### config.mk
export PLATFORM = sky130hd
export DESIGN_NAME = rr_arbiter_16
export DESIGN_NICKNAME = d
export VERILOG_FILES = /design/src/rtl/rr_arbiter_16_pkg.sv /design/src/rtl/dec_4to16.sv /design/src/rtl/rr_pick_16.sv /design/src/rtl/rr_arbiter_16.sv
export SDC_FILE = /design/constraint.sdc
export NUM_CORES = 1
export LEC_CHECK = 0
export BUFFER_PORTS_ARGS = -buffer_cell sky130_fd_sc_hd__buf_4
export CAP_MARGIN = 0
export CORE_ASPECT_RATIO = 0.5
export CORE_UTILIZATION = 50
export CTS_BUF_LIST = sky130_fd_sc_hd__clkbuf_4 sky130_fd_sc_hd__clkbuf_8
export CTS_CLUSTER_DIAMETER = 30
export CTS_CLUSTER_SIZE = 8
export DETAILED_ROUTE_END_ITERATION = 7
export PLACE_DENSITY = 0.7
export SYNTH_ARGS = -nofsm -noshare
export SYNTH_HDL_FRONTEND = slang
export SYNTH_SLANG_ARGS = --single-unit
### constraint.sdc
create_clock -name Clock_In -period 4 [get_ports Clock_In]
set_clock_uncertainty 0.05 [all_clocks]
set_input_delay 0.6 -clock Clock_In [delete_from_list [all_inputs] [get_ports Clock_In]]
set_output_delay 0.6 -clock Clock_In [all_outputs]
set_load 0.05 [all_outputs]
### src/rtl/rr_arbiter_16_pkg.sv
// rr_arbiter_16_pkg
//   Shared types and sizes for the 16-way round-robin arbiter:
//   arbiter state encoding, requester count, index and hold-counter widths,
//   and a helper for the wrap-around "next index" used by the picker.
package rr_arbiter_16_pkg;

  localparam int NUM_REQ     = 16;
  localparam int INDEX_WIDTH = 4;
  localparam int HOLD_WIDTH  = 8;

  typedef enum logic [1:0] {
    ST_IDLE  = 2'd0,
    ST_GRANT = 2'd1,
    ST_GAP   = 2'd2
  } arb_state_e;

  // Index following idx, wrapping 15 -> 0.
  function automatic logic [INDEX_WIDTH-1:0] next_index(input logic [INDEX_WIDTH-1:0] idx);
    return idx + INDEX_WIDTH'(1);
  endfunction

endpackage

### src/rtl/dec_4to16.sv
// dec_4to16
//   4:16 binary decoder with enable. Output is all-zero when disabled,
//   otherwise exactly the bit selected by Sel_In is set.
//   Ports:
//     Sel_In  [3:0]  encoded select value
//     En_In          decoder enable
//     Dec_Out [15:0] one-hot decoded output
module dec_4to16 (
  input  logic [3:0]  Sel_In,
  input  logic        En_In,
  output logic [15:0] Dec_Out
);

  always_comb begin
    Dec_Out = '0;
    if (En_In) Dec_Out[Sel_In] = 1'b1;
  end

endmodule

### src/rtl/rr_pick_16.sv
// rr_pick_16
//   Combinational round-robin pick: rotate the request vector so the search
//   starts just above Last_Index, priority-encode the lowest set bit, then
//   rotate the offset back into an absolute requester index.
//   Ports:
//     Request_In [15:0] request levels, bit 0 = requester 0
//     Last_Index [3:0]  most recently granted requester (lowest priority)
//     Win_Index  [3:0]  winning requester (meaningful only when Any_Req)
//     Any_Req           at least one request is set
module rr_pick_16
  import rr_arbiter_16_pkg::*;
(
  input  logic [NUM_REQ-1:0]     Request_In,
  input  logic [INDEX_WIDTH-1:0] Last_Index,
  output logic [INDEX_WIDTH-1:0] Win_Index,
  output logic                   Any_Req
);

  logic [INDEX_WIDTH-1:0] start;
  logic [NUM_REQ-1:0]     rot;
  logic [INDEX_WIDTH-1:0] off;

  always_comb begin
    start = next_index(Last_Index);
    // rot[0] is the highest-priority requester for this search.
    rot = '0;
    for (int i = 0; i < NUM_REQ; i++) begin
      rot[i] = Request_In[start + INDEX_WIDTH'(i)];
    end
    // Scan downward so the lowest set offset wins.
    off = '0;
    for (int i = NUM_REQ - 1; i >= 0; i--) begin
      if (rot[i]) off = INDEX_WIDTH'(i);
    end
    Win_Index = start + off;
    Any_Req   = |Request_In;
  end

endmodule

### src/rtl/rr_arbiter_16.sv
// rr_arbiter_16
//   Round-robin arbiter for 16 requesters sharing a 4:16 decoded select bus.
//   IDLE arbitrates, GRANT holds one owner until Done, withdrawal or the
//   hold-time limit, GAP inserts one dead cycle for bus turnaround.
//   Parameters:
//     MAX_HOLD  max grant length in cycles (1..255), 0 = unlimited
//   Ports:
//     Clock_In               rising-edge clock
//     Reset_N_In             synchronous active-low reset
//     Request_In      [15:0] request levels, bit 0 = requester 0
//     Done_In                owner finished (only looked at in GRANT)
//     Grant_Valid_Out        grant active (decoder enable)
//     Grant_Index_Out [3:0]  current owner (decoder encoded value)
//     Grant_Out       [15:0] one-hot grant, zero when not valid
//     Timeout_Out            one-cycle pulse during the GAP that follows a
//                            hold-limit revocation
module rr_arbiter_16
  import rr_arbiter_16_pkg::*;
#(
  parameter int MAX_HOLD = 16
) (
  input  logic                   Clock_In,
  input  logic                   Reset_N_In,
  input  logic [NUM_REQ-1:0]     Request_In,
  input  logic                   Done_In,
  output logic                   Grant_Valid_Out,
  output logic [INDEX_WIDTH-1:0] Grant_Index_Out,
  output logic [NUM_REQ-1:0]     Grant_Out,
  output logic                   Timeout_Out
);

  localparam int                    HOLD_LIM_INT = (MAX_HOLD == 0) ? 0 : MAX_HOLD - 1;
  localparam logic [HOLD_WIDTH-1:0] HOLD_LIM     = HOLD_WIDTH'(HOLD_LIM_INT);
  localparam logic                  HOLD_EN      = (MAX_HOLD != 0);

  arb_state_e             state_q, state_d;
  logic                   grant_valid_q, grant_valid_d;
  logic [INDEX_WIDTH-1:0] grant_index_q, grant_index_d;
  logic [INDEX_WIDTH-1:0] last_index_q, last_index_d;
  logic [HOLD_WIDTH-1:0]  hold_cnt_q, hold_cnt_d;
  logic                   timeout_q, timeout_d;

  logic [INDEX_WIDTH-1:0] win_index;
  logic                   any_req;
  logic                   rel_done, rel_withdraw, rel_timeout;
  logic [NUM_REQ-1:0]     dec_out;

  rr_pick_16 u_pick (
    .Request_In (Request_In),
    .Last_Index (last_index_q),
    .Win_Index  (win_index),
    .Any_Req    (any_req)
  );

  // Release causes, in priority order; a timeout only counts as the cause
  // when neither Done nor withdrawal is also present.
  always_comb begin
    rel_done     = Done_In;
    rel_withdraw = ~Request_In[grant_index_q];
    rel_timeout  = HOLD_EN && (hold_cnt_q == HOLD_LIM);
  end

  always_comb begin
    state_d       = state_q;
    grant_valid_d = grant_valid_q;
    grant_index_d = grant_index_q;
    last_index_d  = last_index_q;
    hold_cnt_d    = hold_cnt_q;
    timeout_d     = 1'b0;
    unique case (state_q)
      ST_IDLE: begin
        if (any_req) begin
          grant_index_d = win_index;
          last_index_d  = win_index;
          grant_valid_d = 1'b1;
          hold_cnt_d    = '0;
          state_d       = ST_GRANT;
        end
      end
      ST_GRANT: begin
        if (rel_done || rel_withdraw || rel_timeout) begin
          grant_valid_d = 1'b0;
          timeout_d     = ~rel_done & ~rel_withdraw;
          state_d       = ST_GAP;
        end else if (hold_cnt_q != '1) begin
          hold_cnt_d = hold_cnt_q + HOLD_WIDTH'(1);
        end
      end
      ST_GAP: begin
        state_d = ST_IDLE;
      end
      default: begin
        grant_valid_d = 1'b0;
        state_d       = ST_IDLE;
      end
    endcase
  end

  always_ff @(posedge Clock_In) begin
    if (!Reset_N_In) begin
      state_q       <= ST_IDLE;
      grant_valid_q <= 1'b0;
      grant_index_q <= '0;
      last_index_q  <= INDEX_WIDTH'(NUM_REQ - 1);
      hold_cnt_q    <= '0;
      timeout_q     <= 1'b0;
    end else begin
      state_q       <= state_d;
      grant_valid_q <= grant_valid_d;
      grant_index_q <= grant_index_d;
      last_index_q  <= last_index_d;
      hold_cnt_q    <= hold_cnt_d;
      timeout_q     <= timeout_d;
    end
  end

  // Decoder always enabled and gated afterwards, so Grant_Out is driven
  // (never Z) and all-zero whenever no grant is active.
  dec_4to16 u_dec (
    .Sel_In  (grant_index_q),
    .En_In   (1'b1),
    .Dec_Out (dec_out)
  );

  assign Grant_Out       = dec_out & {NUM_REQ{grant_valid_q}};
  assign Grant_Valid_Out = grant_valid_q;
  assign Grant_Index_Out = grant_index_q;
  assign Timeout_Out     = timeout_q;

endmodule

-- Word level (Yosys, flattened, before mapping)
Cells that the tools add are included.
- bits in writable memories: 0
- memory bits (read-only): 0
- flip-flop bits (word level): 20
- input port bits: 19
- latch bits: 0
- memories kept: 0
- reductions and logical operators: 11
- $add $sub $neg: 18
- multiplexer cells: 62
- $mul: 0
- div/mod/pow operators: 0
- bitwise gates (word level): 5
- equality and inequality tests: 8
- shift operators: 0
- $lt $le $gt $ge: 18
- operators by type and width (operator ; count):
    $lt 4x5->1 const B ; 17
    $bmux 1 s4 ; 17
    $mux 4 ; 16
    $add 4x4->4 const B ; 8
    $mux 8 ; 3
    $mux 1 ; 20
    $add 4x3->4 const B ; 4
    $and 16x16->16 ; 1
    $pmux 8 s2 ; 1
    $reduce_or 16->1 ; 1
    $add 4x1->4 const B ; 2
    $add 4x2->4 const B ; 2
    $add 8x1->8 const B ; 1
    $eq 8x4->1 const B ; 1
    $ne 2x2->1 const B ; 4
    $ne 8x8->1 const B ; 1
    $reduce_and 3->1 ; 2
    $add 4x4->4 ; 1
    $demux 1 s4 ; 1
    $ge 4x1->1 const B ; 1
    $mux 2 ; 2
    $pmux 2 s2 ; 1
    $reduce_and 2->1 ; 2
    $reduce_and 4->1 ; 1
    9 further kinds ; 12

-- Logic depth before layout (Yosys ltp)
Gate-level depths: netlist of the first run.
- word-level depth: 21
- depth in mapped cells: 23
- mapped depth without buffers: 18

-- Modules after synthesis
Synthesis of the first run repeated with hierarchy kept, for this count alone.
- cell total of the unflattened synthesis: 363
- area, all modules: 3193.1 µm²
- modules (own cells, without submodules) (module ; seq. area each (µm²) ; cells an instance ; area each (µm²) ; instances):
    rr_pick_16 ; 0.0 ; 199 ; 1900.6 ; 1
    rr_arbiter_16 ; 400.4 ; 141 ; 1174.9 ; 1
    dec_4to16 ; 0.0 ; 23 ; 117.6 ; 1

-- Worst setup path before layout of the first run
OpenSTA, ideal clock, no wires.
- path type: register to register
- from: register last_index_q[0]
- to: register grant_index_q[3], in the netlist Grant_Index_Out[3]
- library setup time: 0.130 ns
- required time: 3.820 ns
- slack: -0.371 ns
- arrival time: 4.191 ns
- period minus slack after synthesis: 4.371 ns
- path buffers: 5
- cell stages (with the launch flop): 24
- cells stage by stage: dfxtp_1 buf_2 inv_1 buf_2 ha_1 buf_2 buf_4 buf_2 mux2i_1 mux2i_1 mux2_2 o21bai_1 a21oi_2 a21boi_0 o211ai_1 a31oi_1 ha_1 a21o_1 a21oi_1 xor2_1 nor2_1 and2_1 o2111ai_1 o211ai_1
- longest elaborated chain between the ends: 21
- elaborated cells between the ends (all ways): 65
- classes of those cells: add/sub: 17; mux: 48
- RTL lines (item ; line ; source):
    start: declaration ; rr_arbiter_16.sv:39 ; logic [INDEX_WIDTH-1:0] last_index_q, last_index_d;
    start signal: assignment ; rr_arbiter_16.sv:104 ; last_index_q <= INDEX_WIDTH'(NUM_REQ - 1);
    start signal: assignment ; rr_arbiter_16.sv:111 ; last_index_q <= last_index_d;
    $add 4x1->4 * ; rr_arbiter_16_pkg.sv:19 ; return idx + INDEX_WIDTH'(1);
    $add 4x4->4 ; rr_pick_16.sv:28 ; rot[i] = Request_In[start + INDEX_WIDTH'(i)];
    $bmux 1 s4 ; rr_pick_16.sv:28 ;
    $mux 1 (implied by the code) ; rr_pick_16.sv:28 ;
    $mux 4 (16 in a row) ; rr_pick_16.sv:33 ; if (rot[i]) off = INDEX_WIDTH'(i);
    $add 4x4->4 * ; rr_pick_16.sv:35 ; Win_Index = start + off;
    end signal: assignment ; rr_arbiter_16.sv:110 ; grant_index_q <= grant_index_d;
    end: declaration ; rr_arbiter_16.sv:38 ; logic [INDEX_WIDTH-1:0] grant_index_q, grant_index_d;
Every way passes the cells marked *; elsewhere a longest branch is shown, timed or not. The select of a mux whose other input is x is not followed.
A chain may end at the register's enable or synchronous reset.

-- Final worst setup path of the first run
Ends and elaborated chain as after synthesis.

==> impl_metrics.ini, run 1 <==
[global_routing]
grt_pass1_wl_um = 11700
grt_max_degree = 18
antenna_found_initial = 0
grt_usage_pct = 26.5
grt_overflow = 0
grt_pass1_vias = 2458

[clock_tree]
path_clk_slew_ns = 0.09
cts_buffers = 3
htreeDepth = 1
clock_path_buffers = 2
clkSinkCount = 20
cts_root_buffer = clkbuf_8
clkLatencyLatePin_ns = 0.26
tritoncts = built

[synthesis]
synthCells = 325
ys_warn_count = 0
synth_enable_flop_cells = 0
seq_area_frac_synth_pct = 14.7
synthesis.area_um2 = 2720
synthesis.nets = 351
synth_flop_cell = dfxtp_1
ys_ff_latch = 20
ys_types = 61
async_flop_share_pct = 0
syn_avg_cell_area_um2 = 8.37

[worst_setup_path]
crit_arrival_ns = 4.02
crit_type = flip-flop to flip-flop
worstSetupEndpointType = flip-flop
setup.worst_path.start_class = flip-flop
crit_required_ns = 4.08
cp_max_fo = 6

[route]
via_count = 2768
wire_per_inst_um = 17.7
first_iter_violations = 201
drtAntennaViolNets = 0
route.detailed.drc = 0
drt-pass1-iter-count = 5
viasPerCell = 6.18
routed_wl_um = 7920

[placement]
dp.cells = 437
place_congestion = 0.899
io_buffers = 40
hpwl_um = 5950
pre_cts_slack_ns = -0.124

[die]
core_um2 = 5070
rows = 18
pin_count = 41
initial_core_util_pct = 53.7
die_y_um = 54.2
die_w_um = 106
die-area_um2 = 5760

[sta]
setup_ws_ns = 0.0553
timing.fmax_mhz = 254
worst_pin_slew_ns = 0.592
finalHoldViolCount = 0
setup_viol = 0
finalMaxSlewViolations = 0
post-route-period-util_pct = 98.6
rsz0062_at_grt = yes
relSlewSlack_pct = 60.4
post-route-min-period_ns = 3.94
tns_ns = 0

[layout]
mostFrequentLayoutCells = 63 x buf_4, 34 x nor2_1, 25 x nand2_1
fillers = 389
syn2layout_area_growth_pct = 27.6
nNetsFinal = 405
drive_above_1_share_pct = 35.7
final_common_cell = buf_4
diodes = 0
final_cell_count_no_fill = 448

[run_status]
outcome = finished clean

[flow_run]
max_cap_violations = 0

[min_path]
hold_path.class = flip-flop to flip-flop
-- final timing paths --
kind | startpoint | to | slack [ns] | depth (start not counted)
worst max-delay path | last_index_q[0] | Grant_Index_Out[3] | 0.06 | 17
worst min-delay path | hold_cnt_q[3] | hold_cnt_q[3] | 0.51 | 2
worst max register to register | last_index_q[0] | Grant_Index_Out[3] | 0.06 | 17
worst min register to register | hold_cnt_q[3] | hold_cnt_q[3] | 0.51 | 2
-- worst max-delay path: stages, from the launching register on --
cell and delay [ns]:
dfxtp_2 0.36, inv_2 0.06, ha_4 0.34, mux4_2 0.53, mux2_4 0.29, or3_4 0.34
a21oi_2 0.18, a21boi_2 0.19, o211ai_1 0.11, a31oi_1 0.15, ha_1 0.25, a21o_1 0.17
a21oi_2 0.16, xor2_2 0.21, nor2_2 0.07, and2_1 0.15, o2111ai_1 0.09, o211ai_1 0.11
-- Yosys cell counts, types with 4 or more instances --
master    instances  area share, %
mux2i_1          24            8.8
xnor2_1           8            2.6
nand2b_1         11            2.5
nor2_1           37            5.1
nor2b_1           8            1.8
inv_1            13            1.8
xor2_1            4            1.3
a21boi_0          5            1.4
buf_2            10            1.8
mux4_2           16             13
and3_1            4           0.92
nor4_1            6            1.4
o21ai_0           9            1.7
nand2_1          26            3.6
and2_1            7            1.6
nor3_1            6            1.1
a21oi_1           6            1.1
dfxtp_1          20             15
o211ai_1          8            2.2
or3_1             4           0.92
a22oi_1           5            1.4
nand3_1          10            1.8
mux2_2           14            5.8
ha_1              6            2.8
-- routing by layer --
metal	vias up	part of all wire [%]	global-route usage (%)
li1	1319	-	-
met1	1340	44	33.9
met2	95	48	47.8
met3	14	6.7	5.93
met4	0	1.3	3.70
met5	-	0	0
-- through the flow --
step	util (%)	hold slack, ns	area, µm²
6_report	68.5	0.507	3470
3_5_place_dp	63.5	0.485	3220
5_1_grt	68.5	0.548	3470
3_3_place_gp	63.5	0.462	3220
4_1_cts	65.4	0.507	3310
2_1_floorplan	-	0.439	2780
-- timing repair --
item                                    in CTS  in global routing
endpoints found under the setup margin       2                  6
endpoints found under the hold margin        0                  0
gates resized for setup                      4                 22
cloned                                       0                  1
buffers inserted                             2                  4
hold buffers                                 0                  0
pin swaps                                    1                  6
-- cell families (layout without fill, tap and decap cells) --
logic type	count (synthesis)	after routing	synth area share, %
XOR/XNOR	14	14	5.47
multiplexers	55	55	28.4
adder cells (fa/ha/maj)	7	7	3.49
AND/OR/NAND/NOR	131	131	24.6
AO/OA/AOI/OAI	67	67	18.2
buffers and inverters	31	84	5.15
flip-flops	20	20	14.7
-- layout make-up --
cell class / instances / area (µm²) / share of cell area (%)
Multi-Input combinational cell: 274 / 2340 / 67.3
Timing Repair Buffer: 66 / 538 / 15.5
Sequential cell: 20 / 402 / 11.6
Tap cell: 70 / 87.6 / 2.52
Clock buffer: 4 / 55.1 / 1.59
Inverter: 14 / 52.6 / 1.51
-- registers in the layout, summed over array words and instances, names as in the netlist --
signal,cells
Grant_Index_Out,4
hold_cnt_q,8
last_index_q,4
Timeout_Out,1
state_q,2
Grant_Valid_Out,1
Power of run 1 is not shown: default switching activity piles up to over one toggle a cycle in this logic, so the estimate is an artifact.
==> run 2, diff against run 1 <==
Settings changed: ABC_AREA set to 1, CORE_UTILIZATION 50 to 54, PLACE_DENSITY 0.7 to 0.8.
==> impl_metrics.ini, run 2 <==
[run_status]
outcome = finished clean

[synthesis]
synth_enable_flop_cells = 0
ys_types = 39
syn_avg_cell_area_um2 = 5.47
synthDominantCellAreaShare_pct = 27.4
synth_flop_cell = dfxtp_1
synthCells = 472
netlist_top_cells_count = 188 x nand2_1, 50 x inv_1, 46 x nand3_1
synth_most_common_cell = nand2_1
ys_warn_count = 0
yosysTopAreaCell = nand2_1
seq_area_frac_synth_pct = 15.5
ys_ff_latch = 20
async_flop_share_pct = 0
synthesis.area_um2 = 2580
synth_area_leaders = nand2_1 27%, dfxtp_1 16%, nand3_1 8.9%, inv_1 7.3%, nor2_1 6.5%
synthesis.nets = 498

[worst_setup_path]
crit_type = flip-flop to flip-flop
crit_arrival_ns = 3.78
crit_required_ns = 4.15
worstSetupEndpointType = flip-flop
crit_family = simple AND/OR/NAND/NOR gates
setup.worst_path.start_class = flip-flop
cp_max_fo = 10
path_common_cell = nand2_1
critical_path_buf_inv_count = 3
worst_path_largest_cell_delay_ns = 0.45
cpMaxStageDelayCell = fa_1

[sta]
finalMaxSlewViolations = 0
setup_ws_ns = 0.373
setup_viol = 0
worst_pin_slew_ns = 0.430
relSlewSlack_pct = 71.3
timing.fmax_mhz = 276
tns_ns = 0
finalHoldViolCount = 0
rsz0062_at_grt = no
hold_slack_ns = 0.439
post-route-period-util_pct = 90.7
post-route-min-period_ns = 3.63

[layout]
final_common_cell = nand2_1
finish.utilization_pct = 66.6
mostFrequentLayoutCells = 187 x nand2_1, 49 x inv_1, 46 x nand3_1
diodes = 0
drive_above_1_share_pct = 15.7
nNetsFinal = 536
largest_register_ffs = 8
syn2layout_area_growth_pct = 15.9
regMostFlops = hold_cnt_q
fillers = 439

[placement]
hpwl_um = 5500
place_congestion = 0.951
io_buffers = 40
pre_cts_slack_ns = 0.260

[clock_tree]
clock_path_buffers = 2
tritoncts = built
cts_root_buffer = clkbuf_8
clkSinkCount = 20
htreeDepth = 1
path_clk_slew_ns = 0.08
cts_buffers = 3
clkLatencyLatePin_ns = 0.27

[global_routing]
global_route.usage.met2_pct = 43.4
antenna_found_initial = 0
grt_pass1_wl_um = 11000
grt_max_degree = 26
grt_pass1_vias = 2458
grt_usage_pct = 27.2
grtUsageMet3_pct = 3.28
use_met1_pct = 40.2
grt.busiest_layer = met2
grt_overflow = 0

[route]
first_iter_violations = 244
routed_wl_um = 6720
via_count = 2978
drtAntennaViolNets = 0
drt-pass1-iter-count = 5
wire_per_inst_um = 11.7
route.detailed.drc = 0
viasPerCell = 5.18

[min_path]
hold_path.class = flip-flop to flip-flop

[die]
die-area_um2 = 5070
die_w_um = 99.8
die_y_um = 50.9
core_um2 = 4490
initial_core_util_pct = 57.5
rows = 17
pin_count = 41

[flow_run]
max_cap_violations = 0
## run 2: cell count changes in the layout (fill, tap and decap cells not counted), moves of 10 or more
cell	change
nand2_1	+162
inv_1	+37
nand3_1	+36
buf_4	-19
mux2i_1	-18
mux4_2	-16
mux2_2	-14
nand2b_1	-10
nor2_1	+10
o21ai_1	+10
## run 2: worst paths after layout
kind	end	slack, ns	cells past startpoint	startpoint
setup / recovery	Grant_Index_Out[1]	0.37	27	last_index_q[0]
hold / removal	hold_cnt_q[2]	0.44	2	hold_cnt_q[2]
setup reg to reg	Grant_Index_Out[1]	0.37	27	last_index_q[0]
hold reg to reg	hold_cnt_q[2]	0.44	2	hold_cnt_q[2]
## run 2: final cells by class
type / count / area [µm²] / share of cell area (%)
clock buffers: 3 / 41.3 / 1.38
clock inverters: 1 / 30.0 / 1.00
inverters: 56 / 215 / 7.20
multi-input cells: 384 / 1870 / 62.5
flip-flops and latches: 20 / 403 / 13.5
well taps: 66 / 82.6 / 2.76
repair buffers: 45 / 350 / 11.7
## run 2: worst min-delay path, stage by stage, from the launching register on
cell	delay (ns)
dfxtp_1	0.33
inv_1	0.06
a211oi_1	0.05
## run 2: timing repair
item / in CTS / in global routing
hold buffers: 0 / 0
setup buffers: 0 / 1
gates resized for setup: 0 / 12
endpoints found under the setup margin: 0 / 6
## run 2: cell families after synthesis
| kind of cell | after synthesis | share of synthesized area, % |
|---|---|---|
| fa+ha+maj | 7 | 3.69 |
| simple gates | 309 | 51.3 |
| buf+inv | 68 | 12.7 |
| compound gates | 58 | 13.1 |
| xor+xnor | 10 | 3.69 |
| flops | 20 | 15.5 |
## run 2: metrics by stage
stage | instance area, µm² | std cells
finish | 2990 | 575
global route | 2990 | 575
CTS | 2950 | 574
detailed placement | 2880 | 570
global placement | 2880 | 570
floorplan | 2580 | 472
## run 2: metal layers
metal / part of all wire, % / up-vias
li1: - / 1577
met1: 53 / 1308
met2: 42 / 86
met3: 5.2 / 7
met4: 0.64 / 0
met5: 0 / -
Power of run 2 is left out for the same reason.
==> run 3, diff against run 2 <==
Settings changed: PLACE_DENSITY 0.8 to unset, PLACE_DENSITY_LB_ADDON set to 0.05.
==> impl_metrics.ini, run 3 (same netlist as run 2, synthesis figures left out) <==
[worst_setup_path]
r2r_end = Grant_Index_Out[1]
worst_path_largest_cell_delay_ns = 0.43
setup.worst_path.start_class = flip-flop
r2r-start = last_index_q[0]
crit_arrival_ns = 3.79
r2r_slack_ns = 0.36
worstSetupEndpointType = flip-flop
cpMaxStageDelayCell = fa_1
critical_path_buf_inv_count = 3
reg2regPathDepth = 29
cp_max_fo = 13
crit_required_ns = 4.15
crit_family = simple AND/OR/NAND/NOR gates
crit_type = flip-flop to flip-flop
path_common_cell = nand2_1

[clock_tree]
htreeDepth = 1
cts_root_buffer = clkbuf_8
cts_buffers = 3
path_clk_slew_ns = 0.07
clkLatencyLatePin_ns = 0.26
tritoncts = built
hold_buffers = 0
clock_path_buffers = 2
cts_resized = 0
postCtsSetupRepairBufs = 0
clkSinkCount = 20

[global_routing]
antenna_found_initial = 0
grt_pass1_wl_um = 11200
grt_overflow = 0
grt_pass1_vias = 2396
grt_usage_pct = 28.1
grt_max_degree = 26

[route]
viasPerCell = 5.16
drtAntennaViolNets = 0
drt-pass1-iter-count = 5
via_count = 2961
wire_per_inst_um = 11.9
route.detailed.drc = 0
first_iter_violations = 170
routed_wl_um = 6840

[die]
core_um2 = 4490
rows = 17
die_y_um = 50.9
die_w_um = 99.8
pin_count = 41
die-area_um2 = 5070
initial_core_util_pct = 57.5

[layout]
final_cell_count_no_fill = 574
nNetsFinal = 535
mostFrequentLayoutCells = 188 x nand2_1, 49 x inv_1, 46 x nand3_1
syn2layout_area_growth_pct = 15.5
design_area_um2 = 2980
final_common_cell = nand2_1
largest_register_ffs = 8
drive_above_1_share_pct = 15.2
regMostFlops = hold_cnt_q
fillers = 443
diodes = 0

[flow_run]
max_cap_violations = 0

[sta]
rsz0062_at_grt = no
tns_ns = 0
timing.fmax_mhz = 274
relSlewSlack_pct = 71.4
setup_viol = 0
finalMaxSlewViolations = 0
post-route-min-period_ns = 3.64
finalHoldViolCount = 0
post-route-period-util_pct = 91.1
worst_pin_slew_ns = 0.429

[placement]
dp.cells = 570
place_congestion = 0.927
hpwl_um = 5610
io_buffers = 40
dpl_cell_area_um2 = 2880

[min_path]
hold_path.class = flip-flop to flip-flop
min_delay_worst_endpoint = hold_cnt_q[2]
hold_start = hold_cnt_q[2]
hold_depth = 2

[run_status]
outcome = finished clean
## run 3: worst reg2reg max path: cells and delay by family (launching register included)
| kind | cells | cell delay [ns] |
|---|---|---|
| flops | 1 | 0.36 |
| compound gates | 2 | 0.29 |
| simple gates | 21 | 1.67 |
| fa+ha+maj | 3 | 0.93 |
| buf+inv | 3 | 0.27 |
## run 3: per-stage QoR
stage / setup slack [ns] / hold WS [ns] / util (%)
finish: 0.356 / 0.440 / 66.4
global route: 0.0566 / 0.471 / 66.4
CTS: 0.220 / 0.435 / 65.8
detailed placement: 0.240 / 0.417 / 64.2
global placement: 0.255 / 0.417 / 64.2
floorplan: 0.557 / 0.397 / -
## run 3: worst max path at each step
stage	startpoint	to	slack [ns]	cells past startpoint
after floorplan	last_index_q[0]	Grant_Index_Out[1]	0.56	29
after global placement	last_index_q[0]	Grant_Index_Out[1]	0.25	29
after detailed placement	last_index_q[0]	Grant_Index_Out[1]	0.24	29
after CTS	last_index_q[0]	Grant_Index_Out[1]	0.22	29
after global routing	last_index_q[0]	Grant_Index_Out[1]	0.06	28
final	last_index_q[0]	Grant_Index_Out[1]	0.36	29
## run 3: metal layers
layer  share of wire [%]  GRT usage, %  vias to the layer above
met5                   0             0                        -
li1                    -             -                     1576
met2                  43          43.8                       61
met4                0.80          5.88                        0
met1                  52          41.6                     1317
met3                 4.8          3.28                        7
## run 3: cell type report
class,count,area (µm²),area share [%]
multi-input combinational,384,1870,62.7
sequential,20,402,13.5
clock buffer,3,41.3,1.39
tap,66,82.6,2.77
timing repair buffer,44,342,11.5
clock inverter,1,30.0,1.01
inverter,56,215,7.22
Power of run 3 is left out for the same reason.
